File: src/rtl/xdsc_pkg.sv
// Purpose : shared constants and the 32-step PRBS31 (x^31+x^28+1) advance function
// Latency : n/a (package; function is purely combinational)
// Backpressure: n/a
// Contents: tap constants, default seed, lfsr_adv32(state) -> {next_state[30:0], keystream[31:0]}
package xdsc_pkg;

  localparam int          XDSC_DW           = 32;
  localparam int          XDSC_LFSR_W       = 31;
  // Polynomial exponents; the tapped state bits are exponent-1.
  localparam int          PRBS31_TAP_A      = 31;
  localparam int          PRBS31_TAP_B      = 28;
  localparam logic [30:0] XDSC_DEFAULT_SEED = 31'h7FFF_FFFF;

  // Advance a Fibonacci PRBS31 by 32 steps. Step bit i lands in keystream[i],
  // so keystream bit 0 is the first bit produced from the given state.
  function automatic logic [62:0] lfsr_adv32(input logic [30:0] state);
    logic [30:0] s;
    logic [31:0] k;
    logic        b;
    s = state;
    k = '0;
    for (int i = 0; i < 32; i++) begin
      b    = s[PRBS31_TAP_A-1] ^ s[PRBS31_TAP_B-1];
      k[i] = b;
      s    = {s[29:0], b};
    end
    return {s, k};
  endfunction

endpackage

File: src/rtl/prbs31_step32.sv
// Purpose : combinational 32-step unroll of the PRBS31 LFSR
// Latency : 0 cycles (pure combinational)
// Backpressure: none; no handshake, output follows base
// Ports   : base (31) in -> keystream (32) out, next_state (31) out
module prbs31_step32
  import xdsc_pkg::*;
(
  input  logic [30:0] base,
  output logic [31:0] keystream,
  output logic [30:0] next_state
);

  assign {next_state, keystream} = lfsr_adv32(base);

endmodule

File: src/rtl/xor_descrambler_32.sv
// Purpose : receive-side additive PRBS31 descrambler, 32-bit words, reseeds on SOF
// Latency : 1 cycle accept -> out_valid; full throughput (1 word/clk) when out_ready=1
// Backpressure: in_ready = !out_valid || out_ready; output word/sof hold while stalled
// Ports   : clk, rst_n (async active-low); in_valid/in_ready/in_data/in_sof;
//           out_valid/out_ready/out_data/out_sof; lfsr_state (debug)
// Option  : define XDSC_BYPASS_EN to add a 'bypass' input (raw pass-through, keystream still advances)
module xor_descrambler_32
  import xdsc_pkg::*;
#(
  parameter logic [30:0] SEED = XDSC_DEFAULT_SEED,
  parameter int          DW   = XDSC_DW
) (
  input  logic          clk,
  input  logic          rst_n,
  input  logic          in_valid,
  output logic          in_ready,
  input  logic [DW-1:0] in_data,
  input  logic          in_sof,
`ifdef XDSC_BYPASS_EN
  input  logic          bypass,
`endif
  output logic          out_valid,
  input  logic          out_ready,
  output logic [DW-1:0] out_data,
  output logic          out_sof,
  output logic [30:0]   lfsr_state
);

  if (DW != 32) begin : g_dw_check
    $error("xor_descrambler_32: DW must be 32");
  end
  if (SEED == 31'd0) begin : g_seed_check
    $error("xor_descrambler_32: SEED must be nonzero");
  end

  logic          accept;
  logic [30:0]   lfsr_q;
  logic [30:0]   base;
  logic [30:0]   lfsr_nxt;
  logic [31:0]   keystream;
  logic [DW-1:0] data_nxt;

  assign in_ready = !out_valid || out_ready;
  assign accept   = in_valid && in_ready;

  // An SOF word restarts the keystream from SEED for that very word.
  assign base = in_sof ? SEED : lfsr_q;

  prbs31_step32 u_step (
    .base       (base),
    .keystream  (keystream),
    .next_state (lfsr_nxt)
  );

`ifdef XDSC_BYPASS_EN
  assign data_nxt = bypass ? in_data : (in_data ^ keystream);
`else
  assign data_nxt = in_data ^ keystream;
`endif

  always_ff @(posedge clk or negedge rst_n) begin
    if (!rst_n) begin
      out_valid <= 1'b0;
      out_data  <= '0;
      out_sof   <= 1'b0;
      lfsr_q    <= SEED;
    end else begin
      if (accept) begin
        out_valid <= 1'b1;
        out_data  <= data_nxt;
        out_sof   <= in_sof;
        // Keystream only moves on accepted words so stalls/bubbles keep alignment.
        lfsr_q    <= lfsr_nxt;
      end else if (out_ready) begin
        out_valid <= 1'b0;
      end
    end
  end

  assign lfsr_state = lfsr_q;

endmodule

File: config.mk
export PLATFORM = sky130hd
export DESIGN_NAME = xor_descrambler_32
export DESIGN_NICKNAME = d
export VERILOG_FILES = /design/src/rtl/xdsc_pkg.sv /design/src/rtl/prbs31_step32.sv /design/src/rtl/xor_descrambler_32.sv
export SDC_FILE = /design/constraint.sdc
export NUM_CORES = 1
export LEC_CHECK = 0
export BUFFER_PORTS_ARGS = -buffer_cell sky130_fd_sc_hd__buf_2
export CAP_MARGIN = 20
export CORE_MARGIN = 10
export CORE_UTILIZATION = 55
export DETAILED_ROUTE_END_ITERATION = 7
export PLACE_DENSITY = 0.85
export SLEW_MARGIN = 20
export SYNTH_ARGS = -nofsm -noshare
export SYNTH_HDL_FRONTEND = slang
export SYNTH_SLANG_ARGS = --single-unit
File: constraint.sdc
create_clock -name clk -period 2.9 [get_ports clk]
set_clock_uncertainty 0.15 [all_clocks]
set_input_delay 0 -clock clk [delete_from_list [all_inputs] [get_ports clk]]
set_output_delay 0 -clock clk [all_outputs]
set_load 0.005 [all_outputs]
==> reports/qor_table.md, run 1 <==
| Result | Reported |
|:---|:---|
| Depth of the worst register-to-register path | 4 |
| Rows | 28 |
| Area enclosed by the die boundary | 9560 sq um |
| DR DRC count | 0 |
| Post-CTS clock slew at the launch and capture registers of the worst setup and hold paths | 0.07 ns |
| Leakage Power | 1.74 nW |
| Count of TritonRoute iterations in the first routing pass | 4 |
| H-tree level count | 3 |
| Actual transition at the worst max-transition pin | 0.827 ns |
| Number of I/O port buffers | 102 |
| Layout overhead on the synthesized area | 30.9% |
| Max-Cap Viols | 0 |
| Total congestion overflow | 0 |
| Clock buffer count from CTS | 9 |
| Outcome | completed |
| Multi-input gate area in the final layout | 1500 sq um |
| Die width | 97.8 um |
| HPWL after detailed placement | 6.33 mm |
| Slew HR | 0.448 |
| Unrepaired setup endpoints after global routing | no |
| Number of distinct library cell variants in the gate-level netlist after synthesis | 26 |
| Largest delay share family, worst path | simple AND/OR/NAND/NOR gates |
| Number of cells upsized or downsized after cts | 0 |
| Depth of the critical timing path with buffers and inverters included | 4 |
| Flip-flop and latch count after synthesis | 65 |
| Proportion of synthesized chip area in sequential cells | 0.501 |
| Wire length of the first global-routing pass | 16.3 mm |
| Top library cells by usage in the layout, fill and taps aside | sky130_fd_sc_hd__buf_2, sky130_fd_sc_hd__dfrtp_1, sky130_fd_sc_hd__dlygate4sd3_1, sky130_fd_sc_hd__o21ai_0 |
| Sort of element at the end of the critical path | flip-flop |
| Insertion delay to the later sink of the worst-skew pair | 0.34 ns |
| Average wire per standard cell | 18.6 um |
| Total vias in the final route | 3212 |
| Remaining antenna violation count | 0 |
| TritonCTS clock tree | yes |
| Largest stage delay, worst path | 0.54 ns |
| Antenna violations before repair | 1 |
| Number of DRC violations after detailed-routing iteration 0 | 194 |
| Overall Power | 3.57 mW |
| Area used by sequential logic in the layout | 1670 sq um |
| Final-report hold violation count | 0 |
| Max Slew Vio Count | 0 |
| RePlAce Congestion | 0.754 |
| Die extent in y | 97.8 um |
| Worst hold path cell count | 4 |
| Total wire length after detailed routing | 9.88 mm |
| Startpoint class of the critical path | flip-flop |
| Number of placed I/O pins | 103 |
| Kind of critical path | reg -> reg |
| CP Buf/Inv Count | 1 |
| Net count after synthesis | 363 |
| Num Clock Sinks | 65 |
| Maximum vdd ir drop | 0.495 mV |
| Count of yosys warnings during synthesis | 0 |
| Maximum number of pins on one net before global-route repair | 66 |
| Arrival time at the worst endpoint | 2.25 ns |
| Starting density of the core | 0.565 |
| Cells after synthesis | 326 |
| Longest Clk Path Bufs | 2 |
| Slowest library cell on the worst path | sky130_fd_sc_hd__nand2_4 |
| Core region area | 5890 sq um |
| Fin Setup TNS | 0 ns |
| Most common cell after layout, fill and taps aside | sky130_fd_sc_hd__buf_2 |
| Fraction of the cycle the final worst path needs | 0.749 |
| Max Freq | 0.460 GHz |
| Via/cell ratio | 6.05 |
| GR Util All Layers | 0.202 |
| Area share of the leading cell type in the synthesized netlist | 0.256 |
| CP cell instances | nor2b_2, clkinv_2, nand2_4, mux2_2 |
| Total standard cell area after synthesis | 3330 sq um |
| Number of nets in the final layout | 487 |
| Final worst path period need | 2.17 ns |
| Filler cells | 416 |
| Total of endpoints with negative setup slack in the final report | 0 |
| Ranking of synthesized cells by area | sky130_fd_sc_hd__dfrtp_1, sky130_fd_sc_hd__dfstp_2, sky130_fd_sc_hd__xnor2_1, sky130_fd_sc_hd__o31ai_1, sky130_fd_sc_hd__a31oi_1 |
| Least setup slack across all paths after layout | 0.727 ns |
| Mean post-synth cell area | 10.2 sq um |
| Clock Tree Root | sky130_fd_sc_hd__clkbuf_8 |
| Library cell occupying the most area in the post-synthesis netlist | sky130_fd_sc_hd__dfrtp_1 |
| Power per standard cell area | 820 nW/um^2 |
| Worst EP required | 2.98 ns |
| Via count of the first global-routing pass | 3230 |
| Setup WS pre-CTS | 0.772 ns |
| Share of post-route cells with drive strength above 1 | 0.358 |
| Class of the worst hold path | in -> reg |
| Crit-path max FO | 35 |
per-stage QoR:
stage,hold slack [ns],util,cell area (sq um),std cells
after floorplan,-0.446,-,3330,326
after global placement,0.0703,0.654,3850,481
after detailed placement,0.0725,0.654,3850,481
after CTS,0.000240,0.739,4350,530
after global routing,0.0336,0.740,4350,531
final,0.0141,0.740,4350,531
cells by family (layout without fill, tap and decap cells):
| logic type | after synthesis | in the layout | share of synthesized area |
|---|---|---|---|
| mux | 1 | 1 | 0.00339 |
| xor+xnor | 32 | 32 | 0.0978 |
| flops | 65 | 65 | 0.501 |
| other cells | 0 | 1 | 0 |
| compound gates | 156 | 156 | 0.276 |
| buf+inv | 33 | 162 | 0.0508 |
| simple gates | 39 | 39 | 0.0715 |
cells in the mapped netlist, drive strengths merged:
library cell and n:
o21ai 62, nor2b 1, a31oi 29, xor3 3, inv 3, xnor2 29
nand2 2, mux2 1, o31ai 31, dfrtp 34, buf 16, o21a 3
or3 29, nor4 2, clkinv 1, dfstp 31, nor2 2, clkbuf 13
a21oi 31, nor3 3
worst paths after layout:
kind,startpoint,endpoint,slack (ns)
setup / recovery,out_valid,out_sof,0.73
hold / removal,in_valid,out_valid,0.01
setup reg to reg,out_valid,out_sof,0.73
hold reg to reg,lfsr_state[2],lfsr_state[2],0.35
max in group asynchronous,rst_n,out_data[11],1.83
min in group asynchronous,rst_n,out_data[16],0.20
worst reg2reg max path, delay by kind of cell (launching register included):
kind | cells | cell delay (ns)
buf+inv | 1 | 0.44
mux | 1 | 0.39
flops | 1 | 0.33
simple gates | 2 | 0.76
registers in the layout, indices dropped and copies added, names as in the netlist:
name and flops:
out_sof 1, lfsr_state 31, out_valid 1, out_data 32
per-layer routing:
metal | share of wire | global-route usage | vias to the layer above | routed length (um)
met4 | 0.025 | 0.0951 | 0 | 246
met3 | 0.073 | 0.0634 | 26 | 718
met5 | 0 | 0 | - | 0
met2 | 0.49 | 0.314 | 148 | 4800
met1 | 0.42 | 0.250 | 1560 | 4120
li1 | - | - | 1478 | -
power breakdown:
group / internal [mW] / leakage [nW] / switching [mW]
registers: 1.28 / 0.702 / 0.292
logic: 0.651 / 0.947 / 0.663
clock network: 0.353 / 0.0932 / 0.335
cell type report:
| type | instances | area share |
|---|---|---|
| Sequential cell | 65 | 0.382 |
| Multi-Input combinational cell | 228 | 0.344 |
| Timing Repair Buffer | 142 | 0.208 |
| Clock buffer | 13 | 0.0365 |
| Tap cell | 75 | 0.0216 |
| Inverter | 4 | 0.00374 |
| Clock inverter | 3 | 0.00345 |
| Antenna cell | 1 | 0.000575 |
repair_timing:
| item | CTS | global route |
|---|---|---|
| setup buffers | 0 | 0 |
| hold buffers | 33 | 0 |
| endpoints found under the hold margin | 66 | 0 |
No activity file was read; power rests on OpenSTA's default activity.
==> inputs of run 2 (changes only) <==
ABC_AREA = 1   (was unset)
CORE_UTILIZATION = 51   (was 55)
PLACE_DENSITY = 0.8   (was 0.85)
clock period = 2.1 ns   (was 2.9 ns; I/O delays follow)
==> reports/qor_table.md, run 2 <==
| Result | Reported | vs previous |
|:---|:---|:---|
| H-tree level count | 3 | unchanged |
| Wire length of the first global-routing pass | 15.0 mm | -7.8% |
| Cells after synthesis | 424 | +30% |
| Flip-flop and latch count after synthesis | 65 | unchanged |
| Share of post-route cells with drive strength above 1 | 0.285 | -0.0730 |
| Top library cells by usage in the layout, fill and taps aside | sky130_fd_sc_hd__nand2_1, sky130_fd_sc_hd__buf_2, sky130_fd_sc_hd__nand3_1, sky130_fd_sc_hd__inv_1, sky130_fd_sc_hd__dlygate4sd3_1 |  |
| Share of total power consumed by net switching | 0.345 | -0.0164 |
| Net count after synthesis | 461 | +27% |
| Die extent in y | 100 um | +2.6% |
| Post-CTS clock slew at the launch and capture registers of the worst setup and hold paths | 0.07 ns | about the same |
| Multi-input gate area in the final layout | 1400 sq um | -6.8% |
| Net switching power | 1.41 mW | +9.2% |
| Final core utilization | 0.696 | -0.0434 |
| Total wire length after detailed routing | 9.17 mm | -7.2% |
| Power per standard cell area | 928 nW/um^2 | +13% |
| Worst EP required | 2.17 ns | -0.81 ns |
| Leakage Power | 2.24 nW | +28% |
| Number of DRC violations after detailed-routing iteration 0 | 133 | -31% |
| GR Util All Layers | 0.182 | -0.0203 |
| Startpoint class of the critical path | primary input |  |
| Average wire per standard cell | 14.2 um | -24% |
| Final worst path period need | 1.71 ns |  |
| Library cell occupying the most area in the post-synthesis netlist | sky130_fd_sc_hd__dfrtp_1 |  |
| Filler cells | 530 | +27% |
| Via count of the first global-routing pass | 3187 | -1.3% |
| Class of the worst hold path | in -> async |  |
| Number of cells upsized or downsized after cts | 0 | unchanged |
| Actual transition at the worst max-transition pin | 0.629 ns | -0.199 ns |
| Outcome | completed |  |
| Most common cell after layout, fill and taps aside | sky130_fd_sc_hd__nand2_1 |  |
| Mean post-synth cell area | 7.76 sq um | -24% |
| Max Freq | 0.584 GHz |  |
| Layout overhead on the synthesized area | 33.7% |  |
| Maximum number of pins on one net before global-route repair | 64 | -3.0% |
| Antenna violations before repair | 0 | -1 |
| Number of nets in the final layout | 600 | +23% |
| Total standard cell area after synthesis | 3290 sq um | -1.1% |
| Overall Power | 4.08 mW | +14% |
| Total vias in the final route | 3209 | -0.093% |
| Fraction of registers with async set or reset after synthesis | 1.00 | unchanged |
| Max Slew Vio Count | 0 | unchanged |
| Die width | 100 um | +2.6% |
| TritonCTS clock tree | yes |  |
| Fraction of the cycle the final worst path needs | 0.815 |  |
| Insertion delay to the later sink of the worst-skew pair | 0.33 ns | about the same |
| Count of TritonRoute iterations in the first routing pass | 5 | +1 |
| Post-route standard cell area excluding fillers | 4400 sq um | +0.98% |
| Crit-path max FO | 24 | -31% |
| Proportion of synthesized chip area in sequential cells | 0.506 | +0.00572 |
| Final-report hold violation count | 0 | unchanged |
| Total congestion overflow | 0 | unchanged |
| Core region area | 6310 sq um | +7.3% |
| Number of placed I/O pins | 103 | unchanged |
| Arrival time at the worst endpoint | 1.78 ns | -0.47 ns |
| Fraction of power consumed by sequential logic | 0.471 | +0.032 |
| Number of I/O port buffers | 102 | unchanged |
| Area share of the leading cell type in the synthesized netlist | 0.259 | +0.00292 |
| Max FFs per register | 32 | unchanged |
| Num Clock Sinks | 65 | unchanged |
| Total of endpoints with negative setup slack in the final report | 0 | unchanged |
| Slew HR | 0.581 | +0.133 |
| Remaining antenna violation count | 0 | unchanged |
| Area enclosed by the die boundary | 10100 sq um | +5.3% |
| Unrepaired setup endpoints after global routing | no |  |
| Ranking of synthesized cells by area | sky130_fd_sc_hd__dfrtp_1, sky130_fd_sc_hd__dfstp_2, sky130_fd_sc_hd__nand2_1, sky130_fd_sc_hd__nand3_1, sky130_fd_sc_hd__o21ai_0 |  |
| Longest Clk Path Bufs | 2 | unchanged |
| Max-Cap Viols | 0 | unchanged |
| List of most frequent post-synthesis cells | sky130_fd_sc_hd__nand2_1, sky130_fd_sc_hd__nand3_1, sky130_fd_sc_hd__inv_1 |  |
| Logic gate share of total power | 0.298 | -0.070 |
| Main flop type after synthesis | sky130_fd_sc_hd__dfrtp_1 |  |
| Cell area after placement | 3860 sq um | +0.39% |
| Sort of element at the end of the critical path | flip-flop |  |
| HPWL after detailed placement | 6.31 mm | -0.23% |
| Register ranked first by flip-flop count | out_data |  |
| Area used by sequential logic in the layout | 1670 sq um | unchanged |
| EDFF count, synth | 0 | unchanged |
| Count of yosys warnings during synthesis | 0 | unchanged |
| Fin Setup TNS | 0 ns | unchanged |
| RePlAce Congestion | 0.803 | +6.5% |
| Maximum vdd ir drop | 0.595 mV | +20% |
| Number of distinct library cell variants in the gate-level netlist after synthesis | 23 | -12% |
| DR DRC count | 0 | unchanged |
| Part of the power in the clock network | 0.231 | +0.038 |
| Rows | 29 | +3.6% |
| Starting density of the core | 0.521 | -0.0442 |
| Number of diodes | 0 | -1 |
| Via/cell ratio | 4.98 | -18% |
| Clock Tree Root | sky130_fd_sc_hd__clkbuf_8 |  |
| Clock buffer count from CTS | 9 | unchanged |
| Internal power consumption | 2.67 mW | +17% |
| Kind of critical path | in -> reg |  |
| Top-count cell post-synth | sky130_fd_sc_hd__nand2_1 |  |
[run 2: changes by cell type after synthesis, sizes merged, moves of 10 or more]
| cell | before | now |
|---|---|---|
| a21oi | 31 | 16 |
| a31oi | 29 | 0 |
| inv | 3 | 40 |
| nand2 | 2 | 144 |
| nand3 | 0 | 40 |
| nor2 | 2 | 12 |
| o31ai | 31 | 0 |
| or2 | 0 | 17 |
| or3 | 29 | 0 |
| xnor2 | 29 | 2 |
[run 2: through the flow]
stage               setup slack [ns]  std cells  hold WS, ns
detailed placement             0.620        593       -0.105
global route                   0.322        645        0.113
global placement               0.633        593       -0.113
finish                         0.388        645       0.0657
floorplan                      0.764        424       -0.446
CTS                            0.443        645       0.0708
[run 2: logic make-up (layout without fill, tap and decap cells)]
logic type / Yosys count / in the layout / share of synthesized area
xor+xnor: 9 / 9 / 0.0240
buf+inv: 56 / 200 / 0.0693
compound gates: 76 / 76 / 0.116
simple gates: 218 / 218 / 0.285
flops: 65 / 65 / 0.506
[run 2: path summary, 6_finish.rpt]
path / start / depth (start not counted) / to / slack, ns
worst max-delay path: out_ready / 8 / out_valid / 0.39
worst min-delay path: rst_n / 2 / out_data[2] / 0.07
worst max register to register: out_valid / 5 / out_valid / 0.42
worst min register to register: out_data[16] / 2 / out_data[16] / 0.33
max in group asynchronous: rst_n / 3 / lfsr_state[19] / 0.94
min in group clk: in_sof / 4 / lfsr_state[29] / 0.10
[run 2: what timing repair did]
item | in CTS | in global routing
buffers inserted | 0 | 0
hold endpoints to repair | 58 | 0
hold buffers | 36 | 0
[run 2: metal layers]
metal | up-vias | track usage | routed length [um] | share of wire
li1 | 1643 | - | - | -
met1 | 1460 | 0.216 | 3810 | 0.42
met2 | 87 | 0.297 | 4500 | 0.49
met3 | 19 | 0.0604 | 650 | 0.071
met4 | 0 | 0.0674 | 215 | 0.023
met5 | - | 0 | 0 | 0
[run 2: area by class of cell]
class,count,area share
clock inverter,3,0.00341
multi-input combinational,303,0.317
tap,77,0.0219
sequential,65,0.379
inverter,40,0.0341
timing repair buffer,144,0.208
clock buffer,13,0.0361
[run 2: critical path, stage by stage]
cell,delay (ns)
sky130_fd_sc_hd__dlygate4sd3_1,0.55
sky130_fd_sc_hd__buf_2,0.14
sky130_fd_sc_hd__inv_1,0.06
sky130_fd_sc_hd__nand2_2,0.06
sky130_fd_sc_hd__nand2_2,0.09
sky130_fd_sc_hd__buf_4,0.25
sky130_fd_sc_hd__nand2_1,0.08
sky130_fd_sc_hd__dlygate4sd3_1,0.56
[run 2: power groups by stage]
stage	clock network [mW]	logic, mW	registers, mW
finish	0.943	1.22	1.92
global route	1.03	1.40	1.97
CTS	0.964	1.23	1.92
detailed placement	0	1.17	1.93
global placement	0	1.14	1.92
floorplan	0	0.620	1.92
